<file path="src/rtl/bar_graph_pkg.sv">
// Shared types and constants for the bar graph visuals path.
package bar_graph_pkg;

  localparam int unsigned SCREEN_W = 320;
  localparam int unsigned SCREEN_H = 240;
  localparam int unsigned BAR_W    = 8;
  localparam int unsigned HEIGHT_W = 7;
  localparam int unsigned X_W      = 9;
  localparam int unsigned Y_W      = 8;
  localparam int unsigned IDX_W    = 3;

  typedef logic [HEIGHT_W-1:0] height_t;
  typedef logic [X_W-1:0]      x_t;
  typedef logic [Y_W-1:0]      y_t;
  typedef logic [IDX_W-1:0]    idx_t;
  typedef logic [2:0]          colour_t;

  localparam colour_t DEF_BG_COLOUR  = 3'b000;
  localparam colour_t DEF_BAR_COLOUR = 3'b010;

  typedef enum logic [2:0] {
    S_IDLE,
    S_CLR_E,
    S_ERASE,
    S_CLR_D,
    S_DRAW,
    S_NEXT,
    S_FIN
  } state_t;

endpackage

</file>
<file path="src/rtl/bar_graph_sequencer_if.sv">
// Link between the sequencer and the external 8-pixel-wide bar pixel counter.
interface bar_graph_sequencer_if;
  import bar_graph_pkg::*;

  logic    cnt_resetn;
  logic    cnt_enable;
  x_t      cnt_start_x;
  y_t      cnt_start_y;
  height_t cnt_height;
  logic    cnt_done;

  modport master (
    output cnt_resetn, cnt_enable, cnt_start_x, cnt_start_y, cnt_height,
    input  cnt_done
  );

  modport slave (
    input  cnt_resetn, cnt_enable, cnt_start_x, cnt_start_y, cnt_height,
    output cnt_done
  );

endinterface

</file>
<file path="src/rtl/bar_height_store.sv">
// Bar height register file with clamped write port and a per-frame snapshot.
module bar_height_store
  import bar_graph_pkg::*;
#(
  parameter int unsigned NUM_BARS   = 8,
  parameter int unsigned MAX_HEIGHT = 100
) (
  input  logic    clk,
  input  logic    resetn,
  input  logic    wr_en,
  input  idx_t    wr_idx,
  input  height_t wr_data,
  input  logic    capture,
  input  idx_t    rd_idx,
  output height_t rd_height
);

  localparam height_t MAX_H = height_t'(MAX_HEIGHT);

  height_t file_q [NUM_BARS];
  height_t snap_q [NUM_BARS];
  height_t wr_clamped;

  assign wr_clamped = (wr_data > MAX_H) ? MAX_H : wr_data;

  // Snapshot copies the pre-write file, so a same-cycle write misses this frame.
  always_ff @(posedge clk) begin
    if (!resetn) begin
      for (int unsigned i = 0; i < NUM_BARS; i++) begin
        file_q[i] <= '0;
        snap_q[i] <= '0;
      end
    end else begin
      for (int unsigned i = 0; i < NUM_BARS; i++) begin
        if (wr_en && (32'(wr_idx) == i))
          file_q[i] <= wr_clamped;
        if (capture)
          snap_q[i] <= file_q[i];
      end
    end
  end

  always_comb begin
    rd_height = '0;
    for (int unsigned i = 0; i < NUM_BARS; i++) begin
      if (32'(rd_idx) == i)
        rd_height = snap_q[i];
    end
  end

endmodule

</file>
<file path="src/rtl/bar_graph_sequencer.sv">
// Frame sequencer: erases then redraws each bar via the external pixel counter.
module bar_graph_sequencer
  import bar_graph_pkg::*;
#(
  parameter int unsigned NUM_BARS   = 8,
  parameter int unsigned BASE_X     = 40,
  parameter int unsigned BAR_PITCH  = 30,
  parameter int unsigned BASE_Y     = 220,
  parameter int unsigned MAX_HEIGHT = 100,
  parameter colour_t     BG_COLOUR  = DEF_BG_COLOUR,
  parameter colour_t     BAR_COLOUR = DEF_BAR_COLOUR
) (
  input  logic    clk,
  input  logic    resetn,
  input  logic    height_wr_en,
  input  idx_t    height_wr_idx,
  input  height_t height_wr_data,
  input  logic    start,
  output logic    busy,
  output logic    frame_done,
  output logic    plot,
  output colour_t colour,
  bar_graph_sequencer_if.master cnt
);

  localparam height_t MAX_H    = height_t'(MAX_HEIGHT);
  localparam y_t      BASE_Y_V = y_t'(BASE_Y);
  localparam y_t      ERASE_Y  = y_t'(BASE_Y - MAX_HEIGHT);

  state_t  state, state_n;
  idx_t    idx, idx_n;
  logic    capture;
  logic    cnt_clr;
  logic    cnt_en;
  height_t bar_h;

  bar_height_store #(
    .NUM_BARS   (NUM_BARS),
    .MAX_HEIGHT (MAX_HEIGHT)
  ) u_store (
    .clk       (clk),
    .resetn    (resetn),
    .wr_en     (height_wr_en),
    .wr_idx    (height_wr_idx),
    .wr_data   (height_wr_data),
    .capture   (capture),
    .rd_idx    (idx),
    .rd_height (bar_h)
  );

  always_ff @(posedge clk) begin
    if (!resetn) begin
      state <= S_IDLE;
      idx   <= '0;
    end else begin
      state <= state_n;
      idx   <= idx_n;
    end
  end

  always_comb begin
    state_n         = state;
    idx_n           = idx;
    capture         = 1'b0;
    cnt_clr         = 1'b0;
    cnt_en          = 1'b0;
    frame_done      = 1'b0;
    plot            = 1'b0;
    colour          = BG_COLOUR;
    cnt.cnt_height  = MAX_H;
    cnt.cnt_start_y = ERASE_Y;
    case (state)
      S_IDLE: begin
        if (start) begin
          capture = 1'b1;
          idx_n   = '0;
          state_n = S_CLR_E;
        end
      end
      S_CLR_E: begin
        cnt_clr = 1'b1;
        state_n = S_ERASE;
      end
      S_ERASE: begin
        cnt_en = 1'b1;
        plot   = ~cnt.cnt_done;
        if (cnt.cnt_done)
          state_n = S_CLR_D;
      end
      S_CLR_D: begin
        cnt_clr = 1'b1;
        state_n = S_DRAW;
      end
      S_DRAW: begin
        cnt_en          = 1'b1;
        plot            = ~cnt.cnt_done;
        colour          = BAR_COLOUR;
        cnt.cnt_height  = bar_h;
        cnt.cnt_start_y = BASE_Y_V - y_t'(bar_h);
        if (cnt.cnt_done)
          state_n = S_NEXT;
      end
      S_NEXT: begin
        if (32'(idx) == NUM_BARS - 1) begin
          state_n = S_FIN;
        end else begin
          idx_n   = idx + idx_t'(1);
          state_n = S_CLR_E;
        end
      end
      S_FIN: begin
        frame_done = 1'b1;
        state_n    = S_IDLE;
      end
      default: state_n = S_IDLE;
    endcase
  end

  // Counter is held in reset with the sequencer and pulsed before each phase.
  assign busy            = (state != S_IDLE);
  assign cnt.cnt_resetn  = resetn & ~cnt_clr;
  assign cnt.cnt_enable  = cnt_en;
  assign cnt.cnt_start_x = x_t'(BASE_X + 32'(idx) * BAR_PITCH);

endmodule

</file>
<file path="src/flat_wrapper.sv">
// flat-port wrapper written by rule: the top's interface ports become plain ports
module bar_graph_sequencer_flat import bar_graph_pkg::*;
#(
  parameter int unsigned NUM_BARS   = 8,
  parameter int unsigned BASE_X     = 40,
  parameter int unsigned BAR_PITCH  = 30,
  parameter int unsigned BASE_Y     = 220,
  parameter int unsigned MAX_HEIGHT = 100,
  parameter colour_t     BG_COLOUR  = DEF_BG_COLOUR,
  parameter colour_t     BAR_COLOUR = DEF_BAR_COLOUR
)
  (clk, resetn, height_wr_en, height_wr_idx, height_wr_data, start, busy, frame_done, plot, colour, cnt_cnt_resetn, cnt_cnt_enable, cnt_cnt_start_x, cnt_cnt_start_y, cnt_cnt_height, cnt_cnt_done);
  bar_graph_sequencer_if cnt_i ();
  input  logic clk;
  input  logic resetn;
  input  logic height_wr_en;
  input  idx_t height_wr_idx;
  input  height_t height_wr_data;
  input  logic start;
  output logic busy;
  output logic frame_done;
  output logic plot;
  output colour_t colour;
  output wire logic [$bits(cnt_i.cnt_resetn)-1:0] cnt_cnt_resetn;
  output wire logic [$bits(cnt_i.cnt_enable)-1:0] cnt_cnt_enable;
  output wire logic [$bits(cnt_i.cnt_start_x)-1:0] cnt_cnt_start_x;
  output wire logic [$bits(cnt_i.cnt_start_y)-1:0] cnt_cnt_start_y;
  output wire logic [$bits(cnt_i.cnt_height)-1:0] cnt_cnt_height;
  input wire logic [$bits(cnt_i.cnt_done)-1:0] cnt_cnt_done;
  assign cnt_cnt_resetn = cnt_i.cnt_resetn;
  assign cnt_cnt_enable = cnt_i.cnt_enable;
  assign cnt_cnt_start_x = cnt_i.cnt_start_x;
  assign cnt_cnt_start_y = cnt_i.cnt_start_y;
  assign cnt_cnt_height = cnt_i.cnt_height;
  assign cnt_i.cnt_done = cnt_cnt_done;
  bar_graph_sequencer #(.NUM_BARS(NUM_BARS), .BASE_X(BASE_X), .BAR_PITCH(BAR_PITCH), .BASE_Y(BASE_Y), .MAX_HEIGHT(MAX_HEIGHT), .BG_COLOUR(BG_COLOUR), .BAR_COLOUR(BAR_COLOUR)) u_core (.clk(clk), .resetn(resetn), .height_wr_en(height_wr_en), .height_wr_idx(height_wr_idx), .height_wr_data(height_wr_data), .start(start), .busy(busy), .frame_done(frame_done), .plot(plot), .colour(colour), .cnt(cnt_i));
endmodule
</file>
<file path="config.mk">
export PLATFORM = sky130hd
export DESIGN_NAME = bar_graph_sequencer_flat
export DESIGN_NICKNAME = d
export VERILOG_FILES = /design/src/rtl/bar_graph_pkg.sv /design/src/rtl/bar_graph_sequencer_if.sv /design/src/rtl/bar_height_store.sv /design/src/rtl/bar_graph_sequencer.sv /design/src/flat_wrapper.sv
export SDC_FILE = /design/constraint.sdc
export NUM_CORES = 1
export LEC_CHECK = 0
export ABC_AREA = 1
export CAP_MARGIN = 5
export CORE_MARGIN = 10
export CORE_UTILIZATION = 53
export DETAILED_ROUTE_END_ITERATION = 12
export PLACE_DENSITY = 0.77
export SLEW_MARGIN = 0
export SYNTH_ARGS = -nofsm -noshare
export SYNTH_HDL_FRONTEND = slang
export SYNTH_HIERARCHICAL = 1
export SYNTH_SLANG_ARGS = --single-unit
</file>
<file path="constraint.sdc">
create_clock -name clk -period 2.8 [get_ports clk]
set_clock_uncertainty 0.1 [all_clocks]
set_input_delay 0.7 -clock clk [delete_from_list [all_inputs] [get_ports clk]]
set_output_delay 0.7 -clock clk [all_outputs]
set_load 0.01 [all_outputs]
</file>
==> run metrics, run 1 <==
TritonRoute pass-1 iters=7; worst slack, placed=-0.728 ns; switching share of power=28.9%; clk_lat worst skew=0.51 ns; CP Max Fanout=3; Ys Warns=6; Yosys cell types=32; cts hold-fix bufs=0; height of the die=124 um; Post-Syn Area per Cell=9.84 um^2; CTS root buf=clkbuf_8; WP data arrival=2.82 ns; FF+latch count, synth=118; Achievable Freq=0.276 GHz; WP data required=2.00 ns; slowest CP cell=fa_2; H-Tree Depth=4; Peak VDD IR=0.000615 V; CP peak stage delay=0.62 ns; nets=725; Post-synth EDFFs=112; Leak=3.39 nW; Initial Util=54.9%; clock net sink count=118; Port-buffer cells=43; final worst path period need=3.62 ns; wire per inst=17.0 um; max_cap viols=0; R2R depth=6; # IOs=47; Worst-path clk slew=0.06 ns; All-Layer GR Usage=18.2%; Logic pwr share=30.3%; Pint=4.48 mW; TritonCTS Buffers=17; final setup fails=20; HPWL Detailed=8670 um; clock share of power=34.3%; critical path type=reg2out; first-pass GRT wire length=21500 um; Startpoint Class=register; Final Cycle Share=129%; post-synthesis async set-or-reset flop share=0%; status=finished with violations; vias in the first global route=4462; Area Growth Syn to Fin=34.5%; PnR Total Power=6.31 mW; Iter 0 DRT Violations=460; sequential-to-total area share from yosys stat=60.6%; mapped cell area=5740 um^2; Detail Route Antenna Nets=0; gate count of the mapped netlist=584; via count=4553; Crit. End Element=output port; final std cells w/o fill=847; r2r setup slk=1.01 ns; share of layout cells above drive strength 1=28.0%; core area=10500 um^2; RSZ-0062 raised after global routing=yes; Fin. Hold Viols=0; CTS tree=done; drt drc=0; HP Class=reg2reg; row count=37; Placement Cell Area=6550 um^2; Post-Route WL=14400 um; GRT overflow=0; sequential share of power=35.4%; Slew Viols, Final=0; vias per inst=5.38; initial antenna violation count=0; placed cells=782; most frequent cells in the layout=112 x edfxtp_1, 111 x nor2_1, 99 x inv_1; Critical Path, Cell by Cell=fa_2 -> ha_4 -> fa_2 -> ha_4 -> nand3b_1 -> nand3_1 -> nand2_1 -> nand2_2 -> buf_6; Hold Path Stages=2; CTS max path bufs=2; Final Worst Setup Slack=-0.820 ns; # diodes=0; largest net degree at the start of global routing=43; Die ar.=15400 um^2; failing checks=setup timing; Finished Cell Area=7720 um^2; Final Wtd Congestion=0.875; commonest non-fill, non-tap cell in the layout=edfxtp_1; Psw=1.82 mW; Die Wd=124 um; Synth Flop Type=edfxtp_1; Power Dens Cells=817 nW/um^2
==> logic make-up after synthesis <==
family / Yosys count / share of synthesized area (%)
simple gates: 297 / 24.3
buf+inv: 138 / 10.4
flops: 118 / 60.6
compound gates: 18 / 1.66
fa+ha+maj: 12 / 3.01
other cells: 1 / 0.0653
==> critical path, delay by kind of cell, from the launching register on <==
family | cells | cell delay, ns
flops | 1 | 0.33
buf+inv | 1 | 0.09
fa+ha+maj | 4 | 1.41
simple gates | 4 | 0.48
==> synth_stat cells (5+ instances only) <==
library cell | instances | area share, %
dfxtp_1 | 6 | 2.1
edfxtp_1 | 112 | 59
buf_6 | 5 | 0.98
ha_1 | 9 | 2.0
o21ai_0 | 8 | 0.70
inv_1 | 110 | 7.2
nand2_1 | 90 | 5.9
nand4_1 | 41 | 4.5
a21oi_1 | 6 | 0.52
buf_4 | 7 | 0.91
nand3_1 | 24 | 2.1
nor2_1 | 124 | 8.1
buf_2 | 5 | 0.44
==> state kept, by name (all words and copies together), names as in the netlist <==
register and count:
u_core/idx 3, u_core/u_store/file_q 56, u_core/u_store/snap_q 56, u_core/state 3
==> power groups by stage <==
stage	Clock [mW]	Sequential (mW)	Combinational (mW)
final	2.16	2.23	1.91
after global routing	2.26	2.24	2.04
after CTS	2.18	2.22	1.63
after detailed placement	0	2.25	1.28
after global placement	0	2.24	1.25
after floorplan	0	2.24	0.760
==> path summary, 6_finish.rpt <==
kind	from	end
worst max-delay path	u_core/idx[2]$_SDFFE_PN0P_	cnt_cnt_start_x[7]
worst min-delay path	u_core/u_store/file_q[1][20]$_DFFE_PP_	u_core/u_store/snap_q[1][20]$_SDFFCE_PN0P_
worst max register to register	u_core/state[1]$_SDFFE_PN0P_	u_core/u_store/snap_q[0][24]$_SDFFCE_PN0P_
worst min register to register	u_core/u_store/file_q[1][20]$_DFFE_PP_	u_core/u_store/snap_q[1][20]$_SDFFCE_PN0P_
==> metrics by stage <==
step           setup TNS [ns]  util (%)  hold WS (ns)
2_1_floorplan          -0.240         -         0.381
5_1_grt                -10.74      73.8         0.436
3_3_place_gp            -6.91      62.6         0.394
6_report                -8.90      73.8         0.399
4_1_cts                -10.02      72.0         0.402
3_5_place_dp            -7.86      62.6         0.391
==> layer usage <==
layer  share of wire, %  wire, um  track usage, %
met3                6.4       918            4.43
met1                 38      5520            19.7
met4                3.4       487            9.86
met5                  0         0               0
met2                 52      7480            32.1
==> repair_timing <==
action	CTS	global route
gates resized for setup	143	55
setup endpoints to repair	24	24
cloned	3	1
pin swaps	30	47
buffers inserted	25	8
==> area by class of cell <==
class,count,area (um^2)
Inverter,117,472
Timing Repair Buffer,114,1140
Clock buffer,18,418
Sequential cell,118,3490
Fill cell,644,2740
Clock inverter,14,184
Multi-Input combinational cell,330,1850
Tap cell,136,170
No activity file was read; power rests on OpenSTA's default activity.
==> inputs of run 2 (changes only) <==
--- a/config.mk
+++ b/config.mk
@@ -11,6 +11,7 @@
 export CORE_UTILIZATION = 53
 export DETAILED_ROUTE_END_ITERATION = 12
 export PLACE_DENSITY = 0.77
+export RECOVER_POWER = 25
 export SLEW_MARGIN = 0
 export SYNTH_ARGS = -nofsm -noshare
 export SYNTH_HDL_FRONTEND = slang
==> run metrics, run 2 (synthesized netlist as in run 1, its figures left out) <==
via count=4516 (was 4553); vias per inst=5.33 (was 5.38); Final Worst Setup Slack=-0.824 ns (was -0.820 ns); Startpoint Class=register (unchanged); Critical Path, Cell by Cell=fa_2 -> ha_4 -> fa_2 -> ha_4 -> nand3b_1 -> nand3_1 -> nand2_1 -> nand2_2 -> buf_6 (unchanged); drt drc=0 (unchanged); RSZ-0062 raised after global routing=yes (unchanged); Placement Cell Area=6550 um^2 (unchanged); commonest non-fill, non-tap cell in the layout=edfxtp_1 (unchanged); critical path type=reg2out (unchanged); clock net sink count=118 (unchanged); Regs by FF count=u_core/u_store/file_q: 56 flops, u_core/u_store/snap_q: 56 flops (unchanged); worst slack, placed=-0.728 ns (unchanged); Peak VDD IR=0.000616 V (was 0.000615 V); metal3 WL=963 um (was 918 um); Worst-path clk slew=0.06 ns (about the same); initial antenna violation count=0 (unchanged); Final Cycle Share=129% (about the same); worst path bufs/invs=1 (unchanged); share of layout cells above drive strength 1=27.7% (was 28.0%); FF+latch area=3490 um^2 (unchanged); clk_lat worst skew=0.51 ns (about the same); CTS tree=done (unchanged); WP data arrival=2.82 ns (about the same); CTS root buf=clkbuf_8 (unchanged); first-pass GRT wire length=21500 um (unchanged); largest net degree at the start of global routing=43 (unchanged); DRT met1 WL=5450 um (was 5520 um); GRT overflow=0 (unchanged); All-Layer GR Usage=18.2% (unchanged); TritonCTS Buffers=17 (unchanged); most frequent cells in the layout=112 x edfxtp_1, 111 x nor2_1, 99 x inv_1 (unchanged); HPWL Detailed=8670 um (unchanged); TritonRoute pass-1 iters=5 (was 7); Fin. Hold Viols=0 (unchanged); CP delay by family, top=adder cells (unchanged); core area=10500 um^2 (unchanged); Post-Route WL=14400 um (about the same); status=finished with violations (unchanged); Achievable Freq=0.276 GHz (about the same); H-Tree Depth=4 (unchanged); Leak=3.39 nW (about the same); Least-Margin Pin Slew=1.43 ns; Max Used Layer=met4 (unchanged); WP data required=2.00 ns (about the same); met2 wire length=7520 um (was 7480 um); vias in the first global route=4462 (unchanged); Area Growth Syn to Fin=34.1% (was 34.5%); final worst path period need=3.62 ns (about the same); final setup fails=199 (was 20); Iter 0 DRT Violations=498 (was 460); HP Class=reg2reg (unchanged); Final Wtd Congestion=0.875 (unchanged); CP peak stage delay=0.62 ns (about the same); CP Max Fanout=3 (unchanged); multi-input logic area=1840 um^2 (was 1850 um^2); # diodes=0 (unchanged); cts hold-fix bufs=0 (unchanged); failing checks=setup timing (unchanged); Port-buffer cells=43 (unchanged); CTS max path bufs=2 (unchanged); Initial Util=54.9% (unchanged); slowest CP cell=fa_2 (unchanged); nets=725 (unchanged); Power Dens Cells=817 nW/um^2 (about the same); Die ar.=15400 um^2 (unchanged); max_cap viols=0 (unchanged); Detail Route Antenna Nets=0 (unchanged); Fill cells=648 (was 644); Crit. End Element=output port (unchanged); # IOs=47 (unchanged); height of the die=124 um (unchanged); wire per inst=17.0 um (about the same); row count=37 (unchanged); Slew Viols, Final=0 (unchanged); Die Wd=124 um (unchanged); Slew HR=4.97%; Finished Cell Area=7700 um^2 (was 7720 um^2)
-- run 2: changes by cell type in the layout (fill, tap and decap cells not counted), sizes merged --
cell / delta
buf: -1
clkbuf: +1
clkdlybuf4s50: -1
dlygate4sd3: +1
-- run 2: where the power goes --
group | switching (mW) | internal [mW] | total [mW]
Sequential | 0.0812 | 2.15 | 2.23
Clock | 0.726 | 1.43 | 2.16
Combinational | 1.01 | 0.898 | 1.91
-- run 2: area by class of cell --
class | count | area share, %
clock buffers | 18 | 5.42
inverters | 117 | 6.12
multi-input cells | 330 | 23.8
flip-flops and latches | 118 | 45.3
clock inverters | 14 | 2.39
repair buffers | 114 | 14.7
well taps | 136 | 2.21
-- run 2: worst paths after layout --
check                                                       startpoint                                    endpoint  slack (ns)  cells past startpoint
worst min-delay path            u_core/u_store/file_q[1][20]$_DFFE_PP_  u_core/u_store/snap_q[1][20]$_SDFFCE_PN0P_        0.40                      2
worst min register to register  u_core/u_store/file_q[1][20]$_DFFE_PP_  u_core/u_store/snap_q[1][20]$_SDFFCE_PN0P_        0.40                      2
worst max-delay path                        u_core/idx[2]$_SDFFE_PN0P_                          cnt_cnt_start_x[7]       -0.82                      9
worst max register to register              u_core/idx[1]$_SDFFE_PN0P_                  u_core/idx[0]$_SDFFE_PN0P_        0.99                      9
-- run 2: repair_timing --
| action | CTS | global route |
|---|---|---|
| endpoints found under the setup margin | 24 | 24 |
| setup buffers | 25 | 8 |
| cloned | 3 | 1 |
| pin swaps | 30 | 47 |
| resized for setup | 143 | 55 |
-- run 2: stage by stage --
step	util, %	std cells	hold slack [ns]	total power, mW	TNS, ns
5_1_grt	73.6	847	0.436	6.54	-64.05
4_1_cts	72.0	842	0.402	6.02	-10.02
3_5_place_dp	62.6	782	0.391	3.54	-7.86
2_1_floorplan	-	586	0.381	3.00	-0.240
3_3_place_gp	62.6	782	0.394	3.50	-6.91
6_report	73.6	847	0.399	6.30	-35.57
-- run 2: worst register-to-register path: cells and delay by family, from the launching register on --
family | cells | cell delay [ns]
simple gates | 5 | 0.65
flops | 1 | 0.35
fa+ha+maj | 2 | 0.37
buf+inv | 2 | 0.25
-- run 2: metal layers --
metal  GRT usage (%)  up-vias
met2            32.1      202
met1            19.7     2152
met5               0        -
met4            9.86        0
li1                -     2122
met3            4.43       40
==> inputs of run 3 (changes only) <==
--- a/config.mk
+++ b/config.mk
@@ -8,9 +8,8 @@
 export ABC_AREA = 1
 export CAP_MARGIN = 5
 export CORE_MARGIN = 10
-export CORE_UTILIZATION = 53
+export CORE_UTILIZATION = 30
 export DETAILED_ROUTE_END_ITERATION = 12
-export PLACE_DENSITY = 0.77
 export RECOVER_POWER = 25
 export SLEW_MARGIN = 0
 export SYNTH_ARGS = -nofsm -noshare
==> run metrics, run 3 (synthesized netlist as in run 1, its figures left out) <==
status=finished with violations (unchanged); failing checks=setup timing (unchanged); largest net degree at the start of global routing=43 (unchanged); Fill cells=1768 (was 648); Least-Margin Pin Slew=1.44 ns (was 1.43 ns); final design utilization=40.2% (was 73.6%); # IOs=47 (unchanged); WP data required=2.00 ns (about the same); Startpoint Class=register (unchanged); Fin. Hold Viols=0 (unchanged); most frequent cells in the layout=118 x nor2_1, 112 x edfxtp_1, 103 x inv_1 (was 112 x edfxtp_1, 111 x nor2_1, 99 x inv_1); initial antenna violation count=0 (unchanged); Die Wd=158 um (was 124 um); Crit. End Element=output port (unchanged); Regs by FF count=u_core/u_store/file_q: 56 flops, u_core/u_store/snap_q: 56 flops (unchanged); Post-Route WL=12800 um (was 14400 um); HPWL Detailed=8920 um (was 8670 um); GRT overflow=0 (unchanged); share of layout cells above drive strength 1=22.4% (was 27.7%); Slew Viols, Final=0 (unchanged); CTS max path bufs=2 (unchanged); wire per inst=13.6 um (was 17.0 um); CTS tree=done (unchanged); Leak=3.30 nW (was 3.39 nW); RSZ-0062 raised after global routing=yes (unchanged); vias per inst=4.39 (was 5.33); height of the die=158 um (was 124 um); PnR Total Power=6.05 mW (was 6.30 mW); nets=718 (was 725); Port-buffer cells=43 (unchanged); Critical Path, Cell by Cell=fa_1 -> ha_2 -> fa_2 -> ha_2 -> nand3b_1 -> nand3_1 -> nand2_1 -> nand2_2 -> buf_6 (was fa_2 -> ha_4 -> fa_2 -> ha_4 -> nand3b_1 -> nand3_1 -> nand2_1 -> nand2_2 -> buf_6); final setup fails=20 (was 199); TritonCTS Buffers=17 (unchanged); WP data arrival=2.65 ns (was 2.82 ns); Initial Util=30.6% (was 54.9%); # diodes=0 (unchanged); slowest CP cell=fa_1 (was fa_2); Peak VDD IR=0.000451 V (was 0.000616 V); commonest non-fill, non-tap cell in the layout=nor2_1 (was edfxtp_1); Power Dens Cells=803 nW/um^2 (was 817 nW/um^2); CTS root buf=clkbuf_16 (was clkbuf_8); Iter 0 DRT Violations=364 (was 498); HP Class=reg2reg (unchanged); Area Growth Syn to Fin=31.2% (was 34.1%); CP peak stage delay=0.57 ns (was 0.62 ns); Hold WS=0.404 ns (was 0.399 ns); drt drc=0 (unchanged); All-Layer GR Usage=10.5% (was 18.2%); Final Wtd Congestion=0.782 (was 0.875); via count=4119 (was 4516); Slew HR=3.77% (was 4.97%); vias in the first global route=3921 (was 4462); Worst-path clk slew=0.05 ns (was 0.06 ns); Die ar.=25100 um^2 (was 15400 um^2); CP Max Fanout=3 (unchanged); critical path type=reg2out (unchanged); cell mode on critical path=ha_2; max_cap viols=0 (unchanged); row count=50 (was 37); final worst path period need=3.45 ns (was 3.62 ns); clock net sink count=118 (unchanged); core area=18800 um^2 (was 10500 um^2); Final Cycle Share=123% (was 129%); Achievable Freq=0.290 GHz (was 0.276 GHz); Detail Route Antenna Nets=0 (unchanged); Final Worst Setup Slack=-0.654 ns (was -0.824 ns); clk_lat worst skew=0.41 ns (was 0.51 ns); TritonRoute pass-1 iters=5 (unchanged); H-Tree Depth=4 (unchanged); first-pass GRT wire length=20300 um (was 21500 um)
run 3: changes by cell type in the layout (fill, tap and decap cells not counted), sizes merged:
cell	change
buf	-9
clkbuf	+3
clkinvlp	-3
dlygate4sd2	+2
bufinv	+1
clkdlybuf4s50	+1
clkinv	-1
dlygate4sd3	-1
run 3: metrics by stage:
step | std cells | area, um^2 | TNS [ns] | setup WS (ns)
2_1_floorplan | 586 | 5760 | -0.240 | -0.168
3_3_place_gp | 884 | 6710 | -7.32 | -0.621
6_report | 938 | 7540 | -7.30 | -0.654
5_1_grt | 938 | 7540 | -21.38 | -0.786
3_5_place_dp | 884 | 6710 | -7.69 | -0.655
4_1_cts | 933 | 7490 | -7.71 | -0.690
run 3: layout make-up:
type	count	area, um^2	area share, %
clock inverters	11	180	2.39
well taps	234	293	3.88
clock buffers	21	440	5.84
multi-input cells	330	1730	23.0
repair buffers	107	960	12.7
inverters	117	449	5.96
flip-flops and latches	118	3490	46.2
run 3: layer usage:
layer / up-vias / share of wire (%) / global-route usage [%]
li1: 2108 / - / -
met1: 1887 / 47 / 13.9
met2: 111 / 46 / 15.9
met3: 13 / 5.5 / 3.32
met4: 0 / 1.6 / 3.44
met5: - / 0 / 0
run 3: repair_timing:
item / CTS / global route
buffers inserted: 16 / 5
cloned: 1 / 0
endpoints found under the setup margin: 22 / 21
hold buffers: 0 / 0
resized for setup: 103 / 24
pin swaps: 28 / 22
run 3: critical path, delay by kind of cell (launching register included):
| kind | cells | cell delay [ns] |
|---|---|---|
| fa+ha+maj | 4 | 1.41 |
| buf+inv | 1 | 0.09 |
| flops | 1 | 0.32 |
| simple gates | 4 | 0.42 |
run 3: report_power, final:
part | switching [mW] | total (mW) | internal [mW]
clock | 0.708 | 2.27 | 1.56
combinational | 0.842 | 1.57 | 0.724
sequential | 0.0667 | 2.21 | 2.15
total | 1.62 | 6.05 | 4.44
run 3: final timing paths:
path / start / cells after the start / to / slack, ns
max: u_core/idx[2]$_SDFFE_PN0P_ / 9 / cnt_cnt_start_x[7] / -0.65
min: u_core/u_store/file_q[1][14]$_DFFE_PP_ / 2 / u_core/u_store/snap_q[1][14]$_SDFFCE_PN0P_ / 0.40
max reg2reg: u_core/idx[1]$_SDFFE_PN0P_ / 10 / u_core/idx[0]$_SDFFE_PN0P_ / 0.94
min reg2reg: u_core/u_store/file_q[1][14]$_DFFE_PP_ / 2 / u_core/u_store/snap_q[1][14]$_SDFFCE_PN0P_ / 0.40
